**src/rtl/alu_pkg.sv**
```systemverilog
// Shared ALU definitions: opcode encodings and flag bit positions.
package alu_pkg;

    localparam int OP_SUB        = 0;
    localparam int OP_NAND       = 1;
    localparam int OP_START_ONES = 2;
    localparam int OP_ONEHOT_DEC = 3;

    localparam int FLAG_ERR      = 0;
    localparam int FLAG_NEG      = 1;
    localparam int FLAG_POS      = 2;
    localparam int FLAG_OVERFLOW = 3;
    localparam int FLAG_W        = 4;

endpackage

```
**src/rtl/alu_core.sv**
```systemverilog
// Combinational ALU datapath: result and flag generation for one opcode.
module alu_core
    import alu_pkg::*;
#(
    parameter int WIDTH = 4,
    parameter int LEN   = 2
) (
    input  logic [WIDTH-1:0]  i_a,
    input  logic [WIDTH-1:0]  i_b,
    input  logic [LEN-1:0]    i_oper,
    output logic [WIDTH-1:0]  o_result,
    output logic [FLAG_W-1:0] o_flag
);

    logic [WIDTH-1:0] res;
    logic [WIDTH-1:0] ones;
    logic [WIDTH-1:0] idx;
    logic             run;
    logic             onehot;
    logic             err;
    logic             ovf;

    // Leading-ones run length, scanning down from the MSB.
    always_comb begin
        ones = '0;
        run  = 1'b1;
        for (int i = WIDTH - 1; i >= 0; i--) begin
            if (run && i_a[i]) begin
                ones = ones + WIDTH'(1);
            end else begin
                run = 1'b0;
            end
        end
    end

    always_comb begin
        idx = '0;
        for (int i = 0; i < WIDTH; i++) begin
            if (i_a[i]) begin
                idx = WIDTH'(i);
            end
        end
    end

    assign onehot = (i_a != '0) && ((i_a & (i_a - WIDTH'(1))) == '0);

    always_comb begin
        res = '0;
        err = 1'b0;
        ovf = 1'b0;
        case (i_oper)
            LEN'(OP_SUB): begin
                res = i_a - i_b;
                ovf = (i_a[WIDTH-1] ^ i_b[WIDTH-1])
                    & (res[WIDTH-1] ^ i_a[WIDTH-1]);
            end
            LEN'(OP_NAND):       res = ~(i_a & i_b);
            LEN'(OP_START_ONES): res = ones;
            LEN'(OP_ONEHOT_DEC): begin
                if (onehot) begin
                    res = idx;
                end else begin
                    err = 1'b1;
                end
            end
            default:             err = 1'b1;
        endcase
    end

    // An error suppresses every other flag.
    always_comb begin
        o_result = res;
        o_flag   = '0;
        o_flag[FLAG_ERR] = err;
        if (!err) begin
            o_flag[FLAG_NEG]      = res[WIDTH-1];
            o_flag[FLAG_POS]      = (res != '0) && !res[WIDTH-1];
            o_flag[FLAG_OVERFLOW] = ovf;
        end
    end

endmodule

```
**src/rtl/alu_top.sv**
```systemverilog
// Registered ALU: one-cycle latency wrapper around alu_core.
module alu_top
    import alu_pkg::*;
#(
    parameter int WIDTH = 4,
    parameter int LEN   = 2
) (
    input  logic              i_clk,
    input  logic              i_rstn,
    input  logic [WIDTH-1:0]  i_arg0,
    input  logic [WIDTH-1:0]  i_arg1,
    input  logic [LEN-1:0]    i_oper,
    output logic [WIDTH-1:0]  o_result,
    output logic [FLAG_W-1:0] o_flag
);

    logic [WIDTH-1:0]  core_result;
    logic [FLAG_W-1:0] core_flag;
    logic [WIDTH-1:0]  result_d;
    logic [WIDTH-1:0]  result_q;
    logic [FLAG_W-1:0] flag_d;
    logic [FLAG_W-1:0] flag_q;

    alu_core #(
        .WIDTH (WIDTH),
        .LEN   (LEN)
    ) u_core (
        .i_a      (i_arg0),
        .i_b      (i_arg1),
        .i_oper   (i_oper),
        .o_result (core_result),
        .o_flag   (core_flag)
    );

    always_comb begin
        result_d = core_result;
        flag_d   = core_flag;
    end

    // Reset is active-high despite the port name.
    always_ff @(posedge i_clk or posedge i_rstn) begin
        if (i_rstn) begin
            result_q <= '0;
            flag_q   <= '0;
        end else begin
            result_q <= result_d;
            flag_q   <= flag_d;
        end
    end

    assign o_result = result_q;
    assign o_flag   = flag_q;

endmodule

```
**config.mk**
```make
export PLATFORM = sky130hd
export DESIGN_NAME = alu_top
export DESIGN_NICKNAME = d
export VERILOG_FILES = /design/src/rtl/alu_pkg.sv /design/src/rtl/alu_core.sv /design/src/rtl/alu_top.sv
export SDC_FILE = /design/constraint.sdc
export NUM_CORES = 1
export LEC_CHECK = 0
export CORE_MARGIN = 2
export CORE_UTILIZATION = 48
export CTS_CLUSTER_DIAMETER = 150
export DETAILED_ROUTE_END_ITERATION = 12
export GPL_TIMING_DRIVEN = 0
export PLACE_DENSITY = 0.81
export SKIP_LAST_GASP = 1
export SLEW_MARGIN = 0
export SYNTH_ARGS = -nofsm -noshare
export SYNTH_HDL_FRONTEND = slang
export SYNTH_SLANG_ARGS = --single-unit
```
**constraint.sdc**
```tcl
create_clock -name i_clk -period 1 [get_ports i_clk]
set_clock_uncertainty 0.15 [all_clocks]
set_input_delay 0.1 -clock i_clk [delete_from_list [all_inputs] [get_ports i_clk]]
set_output_delay 0.1 -clock i_clk [all_outputs]
set_load 0.1 [all_outputs]
```
# Yosys cells after proc, flatten, opt, wreduce, memory -nomap -nowiden

Index checks and enable logic that the tools add are counted.

Register bits: 8
Bits of input ports: 12
Logic and storage cells: 42

Add/subtract/negate cells: 5
Equality and inequality tests: 3
Multiplexer cells: 16
Bitwise operators: 6
Reduce and logical (&&, ||, !) cells: 10

Operators by type and width:

| cell                | number |
|---|---|
| $pmux 4 s4          | 1 |
| $add 4x1->4 const B | 3 |
| $mux 4              | 3 |
| $and 4x4->4         | 2 |
| $mux 1              | 8 |
| $reduce_bool 4->1   | 2 |
| $mux 2              | 3 |
| $logic_and 1x1->1   | 5 |
| $eq 2x2->1 const B  | 2 |
| $logic_not 4->1     | 1 |
| $not 4->4           | 1 |
| $sub 4x1->4 const B | 1 |
| $sub 4x4->4         | 1 |
| $mux 3              | 1 |
| $eq 2x1->1 const B  | 1 |
| $logic_not 2->1     | 1 |
| $xor 1x1->1         | 2 |
| $and 1x1->1         | 1 |
| $logic_not 1->1     | 1 |

# Logic depth before layout (Yosys ltp)

Depth in word-level cells: 11
Mapped depth: 9
Depth with buffers taken out: 8

# Cells and area by module

From an unflattened synthesis, not the netlist that was laid out.

Cell total of the unflattened synthesis: 69
Area, all modules: 685.7 um^2

By module, submodules not included:

| module   | times used | cells each | area each (um^2) | sequential area each (um^2) |
|---|---|---|---|---|
| alu_core | 1          | 60         | 481.7            | 0.0 |
| alu_top  | 1          | 9          | 203.9            | 200.2 |

# Least setup slack after synthesis

No wires, ideal clock.

Kind: input to register
Start point: input i_arg0[0]
End point: register flag_q[2] (netlist: o_flag[2])
Library setup time: 0.127 ns
Arrival time: 1.467 ns
Setup slack: -0.744 ns
Cell stages on the path: 9
Path buffers: 1
Cell sequence: buf_2 inv_1 ha_1 fa_1 xnor2_1 a21oi_1 o21ai_2 nor3_1 a21oi_2

RTL lines:

| what                                                | RTL line       | source |
|---|---|---|
| start: declaration                                  | alu_top.sv:10  | `input logic [WIDTH-1:0] i_arg0,` |
| branches (longest 2 deep; another with $sub 4x4->4) | -              |  |
| $pmux 4 s4 *                                        | alu_core.sv:51 | `case (i_oper)` |
| net core_result[2]                                  | alu_top.sv:17  | `logic [WIDTH-1:0] core_result;` |
| $reduce_bool 4->1 *                                 | alu_core.sv:77 | `o_flag[FLAG_POS] = (res != '0) && !res[WIDTH-1];` |
| $logic_and 1x1->1 *                                 | alu_core.sv:77 |  |
| $mux 3 *                                            | alu_core.sv:75 | `if (!err) begin` |
| net core_flag[2]                                    | alu_top.sv:18  | `logic [FLAG_W-1:0] core_flag;` |
| end signal: assignment                              | alu_top.sv:47  | `flag_q <= flag_d;` |
| end: declaration                                    | alu_top.sv:22  | `logic [FLAG_W-1:0] flag_q;` |

Mark *: on every way through the listed nets, which the timed path passes.

# Worst setup path in the final report

Same ends and word-level chain as after synthesis.

==> results by group <==
Synth
  • Ys flop type: dfrtp_1
  • Synthesis warning total: 0
  • Synth top cells by count: dfrtp_1, ha_1, a21oi_1, inv_1, xnor2_1
  • Syn Inst Count: 70
  • Syn_nets: 91
  • Sequential area share after synthesis: 30.1%
  • Post-synth top area cell: dfrtp_1
  • Netlist cell types: 32
  • Post-synth top area share: a little under a third
  • Asr flop ratio synth: between 90% and 100%
  • Post-synth EDFFs: 0
  • Syn avg cell area: between 9 and 10 um^2
  • Synthesis-stage register bit count: 8
  • Ranking of synthesized cells by area: dfrtp_1, ha_1, xnor2_1
  • Synth Cell Area: around 670 um^2

Finish
  • Non-filler cells, final: roughly 120
  • Diode count: 0
  • Final #Nets: between 100 and 150
  • Fillers: 32
  • Layout cell share with drive strength beyond 1: 66.4%
  • Multi-input gate area: 536 um^2
  • Register area: 209 um^2
  • Area grow syn2layout: 87.0%

Worst setup path
  • WP data arrival: approximately 1.5 ns
  • Slowest stage cell on the critical path: fa_2
  • CP Max Fanout: 2
  • Crit path required time: ~0.97 ns
  • Critical path type: in2reg
  • Element type at the critical path start: primary input
  • Crit-path cells: buf_8 > buf_8 > inv_4 > ha_4 > fa_2 > xnor2_1 > a21oi_2 > o21ai_2 > nor3_2 > a21oi_2
  • CP peak stage delay: about 0.34 ns
  • CP Capture Type: flip-flop

Placement
  • Placer Congestion: approximately 0.83
  • DP Cell Count: just over 100
  • Pre-CTS WS: -1.28 ns
  • PortBufs: 17
  • Dpl hpwl: around 1000 um

GRT
  • Vias in the first global route: 652
  • First-pass GRT wire length: 3460 um
  • Largest net degree at the start of global routing: 10
  • Gr ovfl total: 0
  • Initial antenna violation count: 0
  • Total track usage: 33.0%

Timing
  • PnR worst setup slack: -0.475 ns
  • Peak Freq: between 600 and 700 MHz
  • Hold Vio Cnt, Final: 8
  • Hold_ws: -0.0601 ns
  • RSZ-0062 raised after global routing: yes
  • Pins Over Slew Limit: 0
  • Pin slew with the least headroom to its limit: 0.440 ns
  • Crit path time final: between 1 and 1.5 ns
  • Slew margin rel.: a little over two thirds
  • Final Cycle Share: 148%
  • Count of final setup violators: 16

Detailed routing
  • Antenna Nets Post-Route: 0
  • Wire per inst: around 21 um
  • Total routed wirelength: around 2600 um
  • Drt first pass iters: 4
  • Drc violations: 0
  • 1st-iter DRT viols: 32
  • Via count: approximately 740
  • Vias per cell: between 6 and 7

Pwr
  • Int Pwr: approximately 0.00085 W
  • Comb pwr share: 54.7%
  • Switch share: a little over two fifths
  • Max rail drop VDD: 0.626 mV
  • Power density over the cells: between 1000 and 1500 mW/mm^2
  • Clock share of power: 18.9%
  • Seq pwr share: a little over a quarter
  • LEAKAGE: roughly 0.54 nW
  • Switching power: ~0.00062 W

Worst hold path
  • Tightest Hold Check Type: in2async

Die
  • Die area: roughly 0.0017 mm^2
  • Starting Density: between 50% and 60%
  • Die Width: around 41 um
  • Vert. Die Dim: about 41 um
  • Core area: approximately 0.0013 mm^2
  • I/O pin cnt: 20
  • Rows: 13

Clock tree
  • H-Tree Depth: 1
  • CTS buffer count: 3
  • Root buffer cell: clkbuf_4
  • Hold buffers post-CTS: 2
  • Clock Tree Buf Depth: 2
  • TritonCTS Sinks: 8
  • CTS clk-pin slew, worst paths: approximately 0.06 ns
  • CTS tree: done

Flow run
  • Maxcap violations: 0

Outcome
  • Failing checks: hold timing, setup timing
  • Status: finished, violations left
[power by group through the flow]
stage	Combinational [W]	Clock, W	Sequential (W)
after floorplan	0.000200	0	0.000609
after global placement	0.000576	0	0.000371
after detailed placement	0.000584	0	0.000373
after CTS	0.000690	0.000273	0.000376
after global routing	0.000838	0.000301	0.000389
final	0.000801	0.000278	0.000387
[path summary, 6_finish.rpt]
kind / from / end / slack [ns] / cells after the start
worst max-delay path: i_arg0[0] / o_flag[2]$_DFF_PP0_ / -0.48 / 10
worst min-delay path: i_rstn / o_result[2]$_DFF_PP0_ / -0.06 / 2
max in group asynchronous: i_rstn / o_result[0]$_DFF_PP0_ / 0.51 / 2
min in group i_clk: i_arg0[1] / o_flag[0]$_DFF_PP0_ / 0.12 / 4
[critical path, delay by kind of cell]
family / cells / cell delay (ns)
buf+inv: 3 / 0.19
compound gates: 3 / 0.33
simple gates: 1 / 0.18
fa+ha+maj: 2 / 0.50
xor+xnor: 1 / 0.15
[layer usage]
metal	wire length, um	vias up	track usage (%)	part of all wire, %
met5	0	-	0	0
met4	121	0	18.5	4.7
li1	-	314	-	-
met1	879	352	40.8	34
met2	1360	58	52.7	52
met3	230	12	6.52	8.9
[stage by stage]
stage / power, W / util [%] / hold WS (ns) / TNS [ns] / cell area (um^2)
floorplan: 0.000809 / - / -0.235 / -2.53 / 741
global placement: 0.000947 / 71.4 / 0.197 / -13.18 / 930
detailed placement: 0.000957 / 71.4 / 0.205 / -13.34 / 930
CTS: 0.00134 / 89.4 / -0.0689 / -2.63 / 1160
global route: 0.00153 / 95.7 / -0.0247 / -3.81 / 1240
finish: 0.00147 / 95.7 / -0.0601 / -3.33 / 1240
[cell usage in the layout (no fill, tap or decap), types with 2 or more instances in the layout]
master            n
ha_4              5
clkdlybuf4s50_1   2
buf_12            6
dlygate4sd3_1     2
buf_2             2
nand3_1           2
a21oi_2           4
or4_4             2
dfrtp_2           7
buf_8             5
xnor2_1           3
clkbuf_4          3
ha_1              3
inv_2             4
buf_4            13
nor2_1            3
buf_6             7
a21oi_1           3
and2_1            2
[final cells by class]
type / count / area share (%)
repair buffers: 33 / 30.1
plain buffers: 5 / 4.52
inverters: 6 / 2.01
flip-flops and latches: 8 / 16.8
multi-input cells: 51 / 43.0
clock buffers: 4 / 2.11
well taps: 15 / 1.51
[sequential cells by signal, indices dropped and copies added (netlist names)]
register and cells:
o_flag 4, o_result 4
[cells by family (layout without fill, tap and decap cells)]
logic type                 Yosys count  count (layout)  share of synthesized area [%]
and+or+nand+nor                     19              19                           16.5
DFF                                  8               8                           30.1
xor gates and xnor gates             5               5                           6.58
buffers and inverters               11              48                           9.21
muxes                                1               1                           1.50
AOI/OAI and AO/OA                   17              17                           18.0
adders and majority gates            9               9                           18.0
[what timing repair did]
item / CTS / global route
buffers inserted: 13 / 1
resized for setup: 108 / 17
pin swaps: 15 / 9
setup endpoints to repair: 16 / 16
hold endpoints to repair: 9 / 8
(Power assumes the default switching activity.)
